`src/rtl/uart_tx_arbiter.sv`:
```
// Round-robin arbiter sharing one uart_tx among N_REQ byte requesters.
// The transmitter has no busy flag, so the frame is timed here from the latched divisor.
module uart_tx_arbiter #(
  parameter int N_REQ       = 4,
  parameter int GAP_CYCLES  = 2,
  parameter int RST_HOLDOFF = 0,
  localparam int ID_W       = $clog2(N_REQ)
) (
  input  logic                 clk,
  input  logic                 rst_n,
  input  logic [2:0]           cfg_bps,
  input  logic [N_REQ-1:0]     req,
  input  logic [8*N_REQ-1:0]   req_data,
  output logic [N_REQ-1:0]     gnt,
  output logic                 busy,
  output logic [ID_W-1:0]      cur_id,
  output logic                 tx_start,
  output logic [7:0]           tx_data,
  output logic [2:0]           tx_bps
);

  localparam int              IW1       = ID_W + 1;
  localparam logic [ID_W:0]   NR        = IW1'(N_REQ);
  localparam logic [15:0]     HOLD_LAST = 16'(RST_HOLDOFF - 1);
  localparam logic [15:0]     GAP_LAST  = 16'(GAP_CYCLES - 1);

  typedef enum logic [2:0] {S_HOLD, S_IDLE, S_START, S_FRAME, S_GAP} state_t;

  state_t                  state, state_nxt;
  logic [N_REQ-1:0][7:0]   req_bytes;
  logic [12:0]             div, per_cnt;
  logic [3:0]              bit_cnt;
  logic [15:0]             gap_cnt, hold_cnt;
  logic [2:0]              bps_c;
  logic                    win_vld;
  logic [ID_W-1:0]         win_id;
  logic [ID_W:0]           sum;
  logic                    per_wrap;

  assign req_bytes = req_data;
  assign bps_c     = (cfg_bps > 3'd4) ? 3'd0 : cfg_bps;
  assign per_wrap  = (per_cnt == div);
  assign busy      = (state != S_IDLE);
  assign tx_start  = (state == S_START);

  function automatic logic [12:0] div_of(input logic [2:0] c);
    case (c)
      3'd1:    return 13'd2603;
      3'd2:    return 13'd1301;
      3'd3:    return 13'd867;
      3'd4:    return 13'd433;
      default: return 13'd5208;
    endcase
  endfunction

  // Search starts one past the last winner and wraps modulo N_REQ.
  always_comb begin
    win_vld = 1'b0;
    win_id  = cur_id;
    sum     = '0;
    for (int i = 1; i <= N_REQ; i++) begin
      sum = {1'b0, cur_id} + IW1'(i);
      if (sum >= NR) sum = sum - NR;
      if (!win_vld && req[sum[ID_W-1:0]]) begin
        win_vld = 1'b1;
        win_id  = sum[ID_W-1:0];
      end
    end
  end

  always_comb begin
    gnt = '0;
    if (state == S_START) gnt[cur_id] = 1'b1;
  end

  always_ff @(posedge clk or negedge rst_n) begin
    if (!rst_n) state <= (RST_HOLDOFF > 0) ? S_HOLD : S_IDLE;
    else        state <= state_nxt;
  end

  always_comb begin
    state_nxt = state;
    case (state)
      S_HOLD:  if (hold_cnt == HOLD_LAST) state_nxt = S_IDLE;
      S_IDLE:  if (win_vld) state_nxt = S_START;
      S_START: state_nxt = S_FRAME;
      S_FRAME: if (per_wrap && bit_cnt == 4'd9) state_nxt = S_GAP;
      S_GAP:   if (gap_cnt == GAP_LAST) state_nxt = S_IDLE;
      default: state_nxt = S_IDLE;
    endcase
  end

  always_ff @(posedge clk or negedge rst_n) begin
    if (!rst_n) begin
      cur_id   <= ID_W'(N_REQ - 1);
      tx_data  <= '0;
      tx_bps   <= '0;
      div      <= 13'd5208;
      per_cnt  <= '0;
      bit_cnt  <= '0;
      gap_cnt  <= '0;
      hold_cnt <= '0;
    end else begin
      case (state)
        S_HOLD: hold_cnt <= hold_cnt + 16'd1;
        S_IDLE: if (win_vld) begin
          cur_id  <= win_id;
          tx_data <= req_bytes[win_id];
          tx_bps  <= bps_c;
          div     <= div_of(bps_c);
        end
        S_START: begin
          per_cnt <= '0;
          bit_cnt <= '0;
        end
        S_FRAME: begin
          gap_cnt <= '0;
          if (per_wrap) begin
            per_cnt <= '0;
            bit_cnt <= bit_cnt + 4'd1;
          end else begin
            per_cnt <= per_cnt + 13'd1;
          end
        end
        S_GAP:   gap_cnt <= gap_cnt + 16'd1;
        default: ;
      endcase
    end
  end

endmodule

```
`config.mk`:
```
export PLATFORM = sky130hd
export DESIGN_NAME = uart_tx_arbiter
export DESIGN_NICKNAME = d
export VERILOG_FILES = /design/src/rtl/uart_tx_arbiter.sv
export SDC_FILE = /design/constraint.sdc
export NUM_CORES = 1
export LEC_CHECK = 0
export BUFFER_PORTS_ARGS = -buffer_cell sky130_fd_sc_hd__buf_2
export CORE_MARGIN = 10
export CORE_UTILIZATION = 42
export CTS_BUF_LIST = sky130_fd_sc_hd__clkbuf_16
export DETAILED_ROUTE_END_ITERATION = 7
export GPL_TIMING_DRIVEN = 0
export HOLD_SLACK_MARGIN = 0.12
export PLACE_DENSITY = 0.66
export SYNTH_ARGS = -nofsm -noshare
export SYNTH_HDL_FRONTEND = slang
export SYNTH_SLANG_ARGS = --single-unit
```
`constraint.sdc`:
```
create_clock -name clk -period 2.4 [get_ports clk]
set_clock_uncertainty 0.2 [all_clocks]
set_input_delay 0.48 -clock clk [delete_from_list [all_inputs] [get_ports clk]]
set_output_delay 0.48 -clock clk [all_outputs]
set_load 0.02 [all_outputs]
```
Yosys cells after proc, flatten, opt, wreduce, memory -nomap -nowiden
Index checks and enable logic that the tools add are counted.
- bits in read-only memories: 0
- register bits after elaboration: 78
- bits in writable memories: 0
- word-level logic and storage cells: 102
- output and inout port bits: 19
- memories: 0
- bits in latches: 0
- bitwise operators: 0
- multiplexer cells: 37
- reductions and logical operators: 14
- shifts and indexed selects: 0
- add/sub/neg operators: 12
- $mul: 0
- div/mod/pow operators: 0
- order comparisons: 12
- equality and inequality tests: 18
- operators with widths (kind ; number):
    $pmux W13 S4 ; 1
    $add A16 B1 Y16 const B ; 2
    $pmux W16 S2 ; 1
    $pmux W13 S2 ; 1
    $lt A2 B3 Y1 const B ; 6
    $bmux W8 S2 ; 1
    $eq A16 B1 Y1 const B ; 1
    $eq A16 B16 Y1 const B ; 1
    $mux W2 ; 8
    $mux W3 ; 5
    $pmux W3 S5 ; 1
    $add A13 B1 Y13 const B ; 1
    $eq A13 B13 Y1 ; 1
    $mux W13 ; 1
    $eq A3 B2 Y1 const B ; 4
    $ge A3 B3 Y1 const B ; 4
    $ne A2 B2 Y1 const B ; 5
    $mux W1 ; 9
    $bmux W1 S2 ; 4
    $mux W4 ; 2
    $mux W8 ; 1
    $pmux W4 S2 ; 1
    $sub A2 B1 Y2 const B ; 4
    $add A2 B2 Y3 const B ; 2
    16 further kinds ; 26

Depth between registers and ports, before layout
Gate-level depths: netlist of the first run.
- depth in word-level cells: 17
- mapped depth: 11
- mapped depth without buffers: 8

Worst setup path after synthesis of the first run
OpenSTA, ideal clock, no wires.
- kind: register -> register
- start point: register cur_id[1]
- end point: register tx_data[0]
- cell stages (with the launch flop): 12
- buffers on the path: 3
- setup slack: -0.388 ns
- required time: 2.050 ns
- arrival: 2.438 ns
- library setup time: 0.150 ns
- clock period less this slack: 2.788 ns
- path through: dfstp_2 -> buf_4 -> inv_2 -> ha_1 -> mux2i_1 -> and4_1 -> a211oi_1 -> o221ai_1 -> buf_2 -> buf_6 -> mux2i_1 -> o221ai_1
- cells in the longest elaborated chain, start to end: 17
- RTL lines (element ; line ; source):
    start: declaration ; 16 ; output logic [ID_W-1:0] cur_id,
    start signal: assignment ; 95 ; cur_id <= ID_W'(N_REQ - 1);
    start signal: assignment ; 107 ; cur_id <= win_id;
    $add A2 B1 Y3 ; 62 ; sum = {1'b0, cur_id} + IW1'(i);
    $ge A3 B3 Y1 or $sub A2 B1 Y2 (tied branches) ; 63 ; if (sum >= NR) sum = sum - NR;
    $mux W2 ; 63 ;
    $bmux W1 S2 ; 64 ; if (!win_vld && req[sum[ID_W-1:0]]) begin
    $mux W1 (not written as such) ; 64 ;
    $mux W1 ; 64 ;
    $logic_not A1 Y1 ; 64 ;
    $logic_and A1 B1 Y1 ; 64 ;
    $mux W1 ; 64 ;
    $logic_not A1 Y1 ; 64 ;
    $logic_and A1 B1 Y1 ; 64 ;
    $mux W1 ; 64 ;
    $logic_not A1 Y1 ; 64 ;
    $logic_and A1 B1 Y1 ; 64 ;
    $mux W2 ; 64 ;
    $bmux W8 S2 ; 108 ; tx_data <= req_bytes[win_id];
    $mux W8 (not written as such) ; 108 ;
    end signal: assignment ; 108 ;
    end: declaration ; 18 ; output logic [7:0] tx_data,
Several ways; a longest one is shown, not always the timed one. The select of a mux whose other input is x is not followed.
A chain may end at the register's enable or synchronous reset.

Worst setup path in the final report of the first run
Same ends and word-level chain as after synthesis.

==> metrics.md, run 1 <==
| Metric | Value |
|---|---|
| Post-route DRC | 0 |
| Placed cell area | 0.004795 mm² |
| FF+latch area | 0.001937 mm² |
| VDD IR max | 0.7712 mV |
| Failing checks | negative setup slack |
| ANT nets after route | 0 |
| Layout cells sized above 1 | 0.2306 |
| Top post-synthesis cells by area | dfrtp_1 40%, mux2i_1 6.1%, xnor2_1 5.1% |
| Worst path slowest cell | dfstp_2 |
| Grt ovf | 0 |
| Initial DRC Count | 177 |
| RSZ-0062 raised after global routing | true |
| Worst EP arrival | 2.48 ns |
| Endpoints failing hold | 0 |
| Top Ports | 60 |
| Reg clk slew, reported paths | 0.06 ns |
| Post-synth top cells | 69 x dfrtp_1, 55 x nand2_1, 29 x o21ai_0, 26 x mux2i_1, 25 x xnor2_1 |
| FMAX | 0.3995 GHz |
| Crit. End Element | flop |
| Main synth FF type | dfrtp_1 |
| DIE WIDTH | 121.0 µm |
| Required time of the critical path | 2.38 ns |
| Crit Path Max Fanout | 5 |
| Vias | 3677 |
| Number of detailed-route iterations in the first pass | 4 |
| EDFF count, synth | 0 |
| Gr usage total | 0.1411 |
| Period utilisation layout | 1.043 |
| Die Span Y | 121.0 µm |
| Initial antenna violation count | 0 |
| Top-count cell post-synth | dfrtp_1 |
| Final wirelength | 10030 µm |
| Largest net degree at the start of global routing | 56 |
| Dpl hpwl | 7207 µm |
| PortBufs | 57 |
| Vias per cell | 5.554 |
| Clk root buf | clkbuf_16 |
| Vias in the first global route | 3764 |
| ANT cells | 0 |
| Sequential share of the synthesized area | 0.4520 |
| Max Slew Vio Count | 0 |
| CP Cell Sequence | buf_6 > inv_8 > ha_4 > mux2i_1 > and4_1 > a211oi_2 > o221ai_1 > buf_4 > buf_12 > mux2i_2 > o221ai_1 |
| WL per Instance | 15.16 µm |
| Worst hold-check path type | in2reg |
| Layout Utilization | 0.5334 |
| Inserted Clock Buffers | 9 |
| Pwr Density | 914.8 mW/mm² |
| P&R area growth vs syn | 22.77% |
| Core area | 0.009864 mm² |
| CTS tree | built |
| Crit path kind | reg2reg |
| Status | finished with violations |
| Post-Syn Area | 0.004285 mm² |
| Die Area | 0.01464 mm² |
| Setup WS post-layout | -0.1030 ns |
| Multi-input logic area | 0.002258 mm² |
| Routability congestion estimate | 0.8536 |
| H-tree depth | 3 |
| Fill cells | 905 |
| Setup TNS | -0.6326 ns |
| Worst slew pin tran | 0.6477 ns |
| Setup Viol. Count Final | 8 |
| FFs w/ async S/R, synth | 1.000 |
| Cell accounting for the most synthesized area | dfrtp_1 |
| Fin area | 0.005261 mm² |
| Flops & latches, synth | 77 |
| Slowest stage delay, CP | 0.54 ns |
| Post-synth cell types | 58 |
| Clock latency at the later pin of the worst-skew pair | 0.33 ns |
| Minimum clock period | 2.503 ns |
| Worst slew margin | 0.5666 |
| Leak | 2.399 nW |
| Nets | 575 |
| Top cell type's share of synthesized area | 0.4029 |
| Row count | 36 |
| First-pass GRT wire length | 17490 µm |
| Cells after Synth | 448 |
| CP Launch Type | flop |
| Num Clock Sinks | 77 |
| Syn Nets | 499 |
| Max-Cap Viols | 0 |
| Avg Inst Size Synth | 9.566 µm² |
| Ys Warns | 0 |
| Clock Path Buffers | 2 |
| Most used cell, CP | o221ai_1 |
| Initial Util | 0.4344 |
[layout by cell type, fill, tap and decap left out, types with 3 or more instances in the layout]
| cell type | n |
|---|---|
| buf_4 | 10 |
| nand2_1 | 55 |
| or3_1 | 4 |
| nor3_1 | 11 |
| nand4_1 | 16 |
| nand3_1 | 21 |
| a21oi_1 | 11 |
| o21a_1 | 3 |
| nor2_1 | 22 |
| buf_6 | 5 |
| and3_1 | 16 |
| a22o_1 | 4 |
| mux2i_1 | 23 |
| dfstp_2 | 8 |
| inv_1 | 7 |
| dfrtp_1 | 69 |
| o31ai_1 | 6 |
| nor4_1 | 3 |
| xnor2_1 | 25 |
| buf_2 | 58 |
| clkbuf_16 | 9 |
| clkbuf_1 | 5 |
| o21ai_1 | 14 |
| and4_1 | 3 |
| o221ai_1 | 10 |
| clkbuf_2 | 3 |
| ha_1 | 9 |
| a21o_1 | 4 |
| and2_1 | 5 |
| o21ai_0 | 29 |
| xor2_1 | 4 |
| nand2b_1 | 4 |
[area by class of cell]
| type | count | share of cell area |
|---|---|---|
| tap | 133 | 0.03163 |
| clock buffer | 9 | 0.04281 |
| clock inverter | 7 | 0.01831 |
| sequential | 77 | 0.3681 |
| multi-input combinational | 343 | 0.4293 |
| timing repair buffer | 67 | 0.07776 |
| buffer | 18 | 0.02497 |
| inverter | 8 | 0.007134 |
[what timing repair did]
item | CTS | global route
cloned | 1 | 0
endpoints found under the setup margin | 25 | 23
gates resized for setup | 13 | 8
endpoints found under the hold margin | 21 | 0
pin swaps | 3 | 2
hold buffers | 1 | 0
setup buffers | 7 | 0
[final timing paths]
| kind | start | endpoint | slack (ns) | cells past startpoint |
|---|---|---|---|---|
| max | cur_id[1] | tx_data[0] | -0.10 | 11 |
| max reg2reg | cur_id[1] | tx_data[0] | -0.10 | 11 |
| min | cfg_bps[0] | div[2] | 0.17 | 2 |
| max in group asynchronous | rst_n | state[0] | 0.98 | 3 |
| min in group asynchronous | rst_n | hold_cnt[7] | 0.39 | 2 |
| min reg2reg | hold_cnt[9] | hold_cnt[9] | 0.28 | 1 |
[cells by family after synthesis]
| family | Yosys count | share of synthesized area |
|---|---|---|
| compound gates | 100 | 0.1509 |
| xor+xnor | 29 | 0.05927 |
| fa+ha+maj | 10 | 0.02920 |
| buf+inv | 28 | 0.03504 |
| flops | 77 | 0.4520 |
| mux | 28 | 0.06599 |
| simple gates | 176 | 0.2076 |
[critical path: cells and delay by family (launching register included)]
family                     cells  cell delay (ns)
DFF                            1             0.54
buffers and inverters          4             0.49
muxes                          2             0.39
adders and majority gates      1             0.27
AOI/OAI and AO/OA              3             0.24
and+or+nand+nor                1             0.21
[registers in the layout, summed over array words and instances, names as in the netlist]
| signal | cells |
|---|---|
| tx_data | 8 |
| state | 3 |
| per_cnt | 13 |
| bit_cnt | 4 |
| hold_cnt | 16 |
| gap_cnt | 16 |
| div | 12 |
| cur_id | 2 |
| tx_bps | 3 |
[report_power, final]
group | leakage [nW] | switching [mW] | total [mW] | internal, mW
clock | 0.154 | 0.545 | 1.46 | 0.914
combinational | 1.23 | 0.838 | 1.70 | 0.859
sequential | 1.01 | 0.155 | 1.66 | 1.50
total | 2.40 | 1.54 | 4.81 | 3.27
[per-stage QoR]
stage | power [mW] | instances | hold WS (ns) | worst slack (ns)
after floorplan | 2.692 | 448 | -0.01559 | -0.1893
after global placement | 3.023 | 638 | 0.2571 | -0.3235
after detailed placement | 3.070 | 639 | 0.1993 | -0.3841
after CTS | 4.818 | 663 | 0.1636 | -0.08158
after global routing | 5.086 | 662 | 0.1836 | -0.2339
final | 4.813 | 662 | 0.1743 | -0.1030
[per-layer routing]
metal | vias up | global-route usage | share of wire
li1 | 1787 | - | -
met1 | 1773 | 0.1799 | 0.46
met2 | 108 | 0.2282 | 0.47
met3 | 9 | 0.04095 | 0.056
met4 | 0 | 0.03771 | 0.0080
met5 | - | 0 | 0
No activity file was read; power rests on OpenSTA's default activity.
==> inputs of run 2 (changes only) <==
--- a/constraint.sdc
+++ b/constraint.sdc
@@ -4,2 +4,2 @@
 set_output_delay 0.48 -clock clk [all_outputs]
-set_load 0.02 [all_outputs]
+set_load 0.1 [all_outputs]
==> metrics.md, run 2 (synthesis gave the netlist of run 1 again) <==
| Metric | Value |
|---|---|
| Vias in the first global route | 3782 |
| Dpl hpwl | 7082 µm |
| Clock latency at the later pin of the worst-skew pair | 0.33 ns |
| VDD IR max | 0.9422 mV |
| Num Clock Sinks | 77 |
| Commonest cells after routing, fill and taps aside | 68 x dfrtp_1, 54 x buf_2, 54 x nand2_1, 29 x o21ai_0, 25 x xnor2_1 |
| Crit. End Element | flop |
| CTS tree | built |
| RSZ-0062 raised after global routing | true |
| Slowest stage delay, CP | 0.62 ns |
| Crit Path Max Fanout | 8 |
| Max Slew Vio Count | 0 |
| First-pass GRT wire length | 17200 µm |
| Max-Cap Viols | 0 |
| Layout cells sized above 1 | 0.2602 |
| Core area | 0.009864 mm² |
| Setup Viol. Count Final | 8 |
| Vias per cell | 5.551 |
| Initial antenna violation count | 0 |
| ANT nets after route | 0 |
| Layout Utilization | 0.5559 |
| Fill cells | 874 |
| Crit path kind | reg2reg |
| DP Worst Slack | -0.3788 ns |
| Fin area | 0.005484 mm² |
| Most used cell, CP | o221ai_1 |
| Endpoints failing hold | 0 |
| Worst slew margin | 0.5656 |
| Setup WS post-layout | -0.1637 ns |
| Routability congestion estimate | 0.8361 |
| Placed cell area | 0.004827 mm² |
| Required time of the critical path | 2.44 ns |
| Commonest non-fill, non-tap cell in the layout | dfrtp_1 |
| Minimum clock period | 2.564 ns |
| CP Cell Sequence | buf_8 > inv_8 > ha_4 > a221oi_2 > o221ai_1 > a21boi_2 > or3_1 > buf_6 > o221ai_1 |
| CP Launch Type | flop |
| Vias | 3725 |
| PortBufs | 57 |
| Die Span Y | 121.0 µm |
| Worst EP arrival | 2.60 ns |
| Leak | 2.485 nW |
| Post-route DRC | 0 |
| P&R area growth vs syn | 27.97% |
| Row count | 36 |
| Nets | 584 |
| Die Area | 0.01464 mm² |
| H-tree depth | 3 |
| Worst hold-check path type | in2reg |
| Status | finished with violations |
| FMAX | 0.3901 GHz |
| Top Ports | 60 |
| Inserted Clock Buffers | 9 |
| Final wirelength | 9928 µm |
| Worst path slowest cell | dfstp_4 |
| Number of detailed-route iterations in the first pass | 4 |
| Reg clk slew, reported paths | 0.06 ns |
| Initial DRC Count | 211 |
| Period utilisation layout | 1.068 |
| Gr usage total | 0.1378 |
| Failing checks | negative setup slack |
| Initial Util | 0.4344 |
| Worst slew pin tran | 0.6432 ns |
| Clock Path Buffers | 2 |
| Grt ovf | 0 |
| Largest registers | gap_cnt (16), hold_cnt (16), per_cnt (13) |
| DP Cell Count | 639 |
| Pwr Density | 1020 mW/mm² |
| DIE WIDTH | 121.0 µm |
| Finished Layout Cells | 671 |
| Clk root buf | clkbuf_16 |
| Largest net degree at the start of global routing | 56 |
| ANT cells | 0 |
| WL per Instance | 14.80 µm |
run 2: changes by cell type in the layout (fill, tap and decap cells not counted), moves of 3 or more:
cell,change
and2_1,-4
buf_2,-4
and2_4,+3
buf_4,+5
buf_12,+4
run 2: final cells by class:
cell class,count,area (µm²),share of cell area
Buffer,20,155.1,0.02829
Tap cell,133,166.4,0.03034
Clock inverter,7,113.9,0.02076
Sequential cell,77,1946,0.3548
Clock buffer,9,225.2,0.04107
Timing Repair Buffer,74,531.8,0.09697
Inverter,8,41.29,0.007529
Multi-Input combinational cell,343,2305,0.4203
run 2: timing repair:
action                                 CTS  global route
resized for setup                       26            22
buffers inserted                        10             4
hold buffers                             1             0
pin swaps                                4             5
endpoints found under the hold margin   21             0
gates cloned                             1             0
setup endpoints to repair               26            32
run 2: power breakdown:
group | internal [mW] | leakage [nW] | switching [mW]
clock | 1.01 | 0.161 | 0.534
combinational | 0.948 | 1.31 | 1.44
sequential | 1.51 | 1.01 | 0.154
run 2: metal layers:
| layer | global-route usage | routed length, µm | vias to the layer above |
|---|---|---|---|
| li1 | - | - | 1804 |
| met4 | 0.04299 | 92 | 0 |
| met2 | 0.2255 | 4753 | 81 |
| met1 | 0.1713 | 4578 | 1830 |
| met5 | 0 | 0 | - |
| met3 | 0.03955 | 503 | 10 |
run 2: worst paths after layout:
kind	from	end	slack, ns	cells after the start
setup / recovery	cur_id[1]	tx_data[2]	-0.16	9
hold / removal	cfg_bps[0]	div[2]	0.18	2
setup reg to reg	cur_id[1]	tx_data[2]	-0.16	9
hold reg to reg	div[3]	div[3]	0.27	2
max in group asynchronous	rst_n	div[12]	0.98	3
min in group asynchronous	rst_n	gap_cnt[10]	0.40	2
run 2: metrics by stage:
stage | hold slack [ns] | power, mW | setup TNS (ns)
3_3_place_gp | 0.2551 | 3.617 | -4.864
3_5_place_dp | 0.2038 | 3.648 | -5.155
2_1_floorplan | -0.01559 | 3.271 | -3.325
5_1_grt | 0.2024 | 5.861 | -1.943
6_report | 0.1836 | 5.596 | -1.068
4_1_cts | 0.1766 | 5.532 | -1.100
run 2: worst max-delay path, delay by kind of cell, from the launching register on:
family          cells  cell delay (ns)
buf+inv             3             0.29
fa+ha+maj           1             0.24
simple gates        1             0.34
flops               1             0.62
compound gates      4             0.78
==> inputs of run 3 (changes only) <==
- ABC_AREA: not set -> 1
==> metrics.md, run 3 <==
| Metric | Value |
|---|---|
| Status | finished with violations |
| Failing checks | negative setup slack |
| Die Span Y | 123.1 µm |
| Core area | 0.01032 mm² |
| Number of detailed-route iterations in the first pass | 5 |
| Vias per cell | 5.116 |
| Post-Syn Area | 0.004462 mm² |
| Fill cells | 868 |
| Reg clk slew, reported paths | 0.06 ns |
| Layout Utilization | 0.5924 |
| Clock network power share | 0.147 |
| Layout cells sized above 1 | 0.3093 |
| PortBufs | 59 |
| Pwr Density | 1610 mW/mm² |
| Post-synth top cells | 123 x nand2_1, 88 x nand3_1, 69 x dfrtp_1, 51 x inv_1, 51 x nor2_1 |
| Flop pwr share | 0.198 |
| FMAX | 0.4000 GHz |
| Vias | 4103 |
| Largest registers | gap_cnt (16), hold_cnt (16), per_cnt (13) |
| Inserted Clock Buffers | 9 |
| Sequential share of the synthesized area | 0.4341 |
| Switching Share | 0.4979 |
| CP Cell Sequence | inv_2 > nor2_4 > clkinvlp_4 > nor2_4 > clkinvlp_4 > nor2_4 > buf_12 |
| Leak | 2.887 nW |
| Top Ports | 60 |
| Required time of the critical path | 1.72 ns |
| Syn Nets | 607 |
| Main synth FF type | dfrtp_1 |
| ANT nets after route | 0 |
| FFs w/ async S/R, synth | 1.000 |
| Initial Util | 0.4322 |
| Complex-gate fraction of the synthesized area | 0.07319 |
| Cells after Synth | 556 |
| H-tree depth | 3 |
| Post-route DRC | 0 |
| Post-synthesis xor/xnor area fraction | 0.06870 |
| P&R area growth vs syn | 37.07% |
| Most used cell, CP | nor2_4 |
| Internal power | 4.944 mW |
| Adder-Cell Fraction of Synth Area | 0.02804 |
| Row count | 37 |
| Largest net degree at the start of global routing | 57 |
| Max-Cap Viols | 0 |
| Top post-synthesis cells by area | dfrtp_1 39%, nand2_1 10%, nand3_1 9.9% |
| Crit. End Element | primary output |
| Minimum clock period | 2.500 ns |
| ANT cells | 0 |
| Initial antenna violation count | 0 |
| Clk root buf | clkbuf_16 |
| EDFF count, synth | 0 |
| Routability congestion estimate | 0.8085 |
| RSZ-0062 raised after global routing | true |
| Post-synthesis mux area share | 0 |
| Dpl hpwl | 8033 µm |
| Endpoints failing hold | 0 |
| Fin Hold WS | 0.1831 ns |
| Avg Inst Size Synth | 8.025 µm² |
| First-pass GRT wire length | 18830 µm |
| Setup Viol. Count Final | 5 |
| Logic gate share of total power | 0.655 |
| Vias in the first global route | 4170 |
| Gr usage total | 0.1511 |
| Crit path kind | reg2out |
| WL per Instance | 14.90 µm |
| Clock Path Buffers | 2 |
| Final wirelength | 11950 µm |
| Initial DRC Count | 241 |
| Commonest non-fill, non-tap cell in the layout | nand2_1 |
| Period utilisation layout | 1.042 |
| Top-count cell post-synth | nand2_1 |
| Slowest stage delay, CP | 0.36 ns |
| Post-synth cell types | 41 |
| Worst slew margin | 0.6662 |
| Setup WS post-layout | -0.1001 ns |
| Worst path slowest cell | dfrtp_1 |
| VDD IR max | 1.481 mV |
| Crit Path Max Fanout | 5 |
| Flops & latches, synth | 77 |
| Top cell type's share of synthesized area | 0.3870 |
| CTS tree | built |
| Cell accounting for the most synthesized area | dfrtp_1 |
| Grt ovf | 0 |
| Worst hold-check path type | in2reg |
| Ys Warns | 0 |
| Max Slew Vio Count | 0 |
| Worst EP arrival | 1.82 ns |
| Switch Pwr | 4.903 mW |
| Nets | 712 |
| Die Area | 0.01515 mm² |
| Largest family of logic cells by synthesized area | simple AND/OR/NAND/NOR gates |
| DIE WIDTH | 123.1 µm |
| Clock latency at the later pin of the worst-skew pair | 0.34 ns |
| Simple-gate area share of the yosys netlist | 0.3275 |
| Num Clock Sinks | 77 |
| CP Launch Type | flop |
| Worst slew pin tran | 0.5042 ns |
| Commonest cells after routing, fill and taps aside | 120 x nand2_1, 69 x dfrtp_1, 62 x nand3_1, 54 x buf_2, 49 x inv_1 |
-- run 3: cell types whose count changed after synthesis, sizes merged, moves of 16 or more --
cell | previous run | this run
nand2 | 55 | 143
nor2 | 24 | 58
inv | 8 | 59
nand3 | 21 | 91
and3 | 16 | 0
mux2i | 26 | 0
o21ai | 44 | 24
-- run 3: worst paths after layout --
check | start | to | slack, ns | depth (start not counted)
min in group asynchronous | rst_n | gap_cnt[6] | 0.38 | 2
max in group asynchronous | rst_n | div[10] | 0.98 | 3
setup reg to reg | cur_id[0] | tx_data[1] | 0 | 13
hold / removal | cfg_bps[0] | div[6] | 0.18 | 3
setup / recovery | state[1] | gnt[3] | -0.10 | 7
hold reg to reg | hold_cnt[12] | hold_cnt[12] | 0.28 | 1
-- run 3: metal layers --
layer / vias to the layer above / part of all wire / wire [µm] / global-route usage
met5: - / 0 / 0 / 0
met1: 1964 / 0.44 / 5276 / 0.1758
li1: 2034 / - / - / -
met4: 0 / 0.016 / 194 / 0.04876
met2: 88 / 0.49 / 5898 / 0.2610
met3: 17 / 0.048 / 579 / 0.04603
-- run 3: through the flow --
| step | power, mW | instances | setup WS [ns] | instance area [µm²] | setup TNS [ns] |
|---|---|---|---|---|---|
| after floorplan | 5.759 | 556 | -0.4922 | 4664 | -2.231 |
| final | 9.847 | 802 | -0.1001 | 6116 | -0.3792 |
| after detailed placement | 6.655 | 752 | -0.2638 | 5160 | -1.251 |
| after global routing | 10.40 | 802 | -0.2082 | 6116 | -1.249 |
| after global placement | 6.547 | 751 | -0.2576 | 5130 | -1.084 |
| after CTS | 8.329 | 775 | -0.1360 | 5618 | -0.4913 |
-- run 3: worst max-delay path: cells and delay by family, from the launching register on --
kind,cells,cell delay [ns]
and+or+nand+nor,3,0.50
DFF,1,0.36
buffers and inverters,4,0.61
-- run 3: power by group through the flow --
stage | Sequential, mW | Combinational (mW) | Clock [mW]
global placement | 1.94 | 4.60 | 0
global route | 1.99 | 6.88 | 1.53
detailed placement | 1.95 | 4.70 | 0
floorplan | 2.62 | 3.13 | 0
finish | 1.95 | 6.45 | 1.45
CTS | 1.97 | 4.89 | 1.47
-- run 3: cells by family after synthesis --
group | after synthesis
flops | 77
xor+xnor | 35
compound gates | 57
buf+inv | 67
simple gates | 310
fa+ha+maj | 10
-- run 3: area by class of cell --
| class | instances | area (µm²) | share of cell area |
|---|---|---|---|
| Buffer | 6 | 70.07 | 0.01146 |
| Clock buffer | 9 | 225.2 | 0.03682 |
| Clock inverter | 7 | 91.34 | 0.01493 |
| Inverter | 60 | 285.3 | 0.04664 |
| Multi-Input combinational cell | 415 | 2589 | 0.4233 |
| Sequential cell | 77 | 1944 | 0.3179 |
| Tap cell | 136 | 170.2 | 0.02782 |
| Timing Repair Buffer | 92 | 740.7 | 0.1211 |
-- run 3: what timing repair did --
action / CTS / global route
setup endpoints to repair: 17 / 21
setup buffers: 7 / 21
gates resized for setup: 25 / 37
gates cloned: 0 / 6
endpoints found under the hold margin: 19 / 0
pin swaps: 4 / 28
hold buffers: 1 / 0
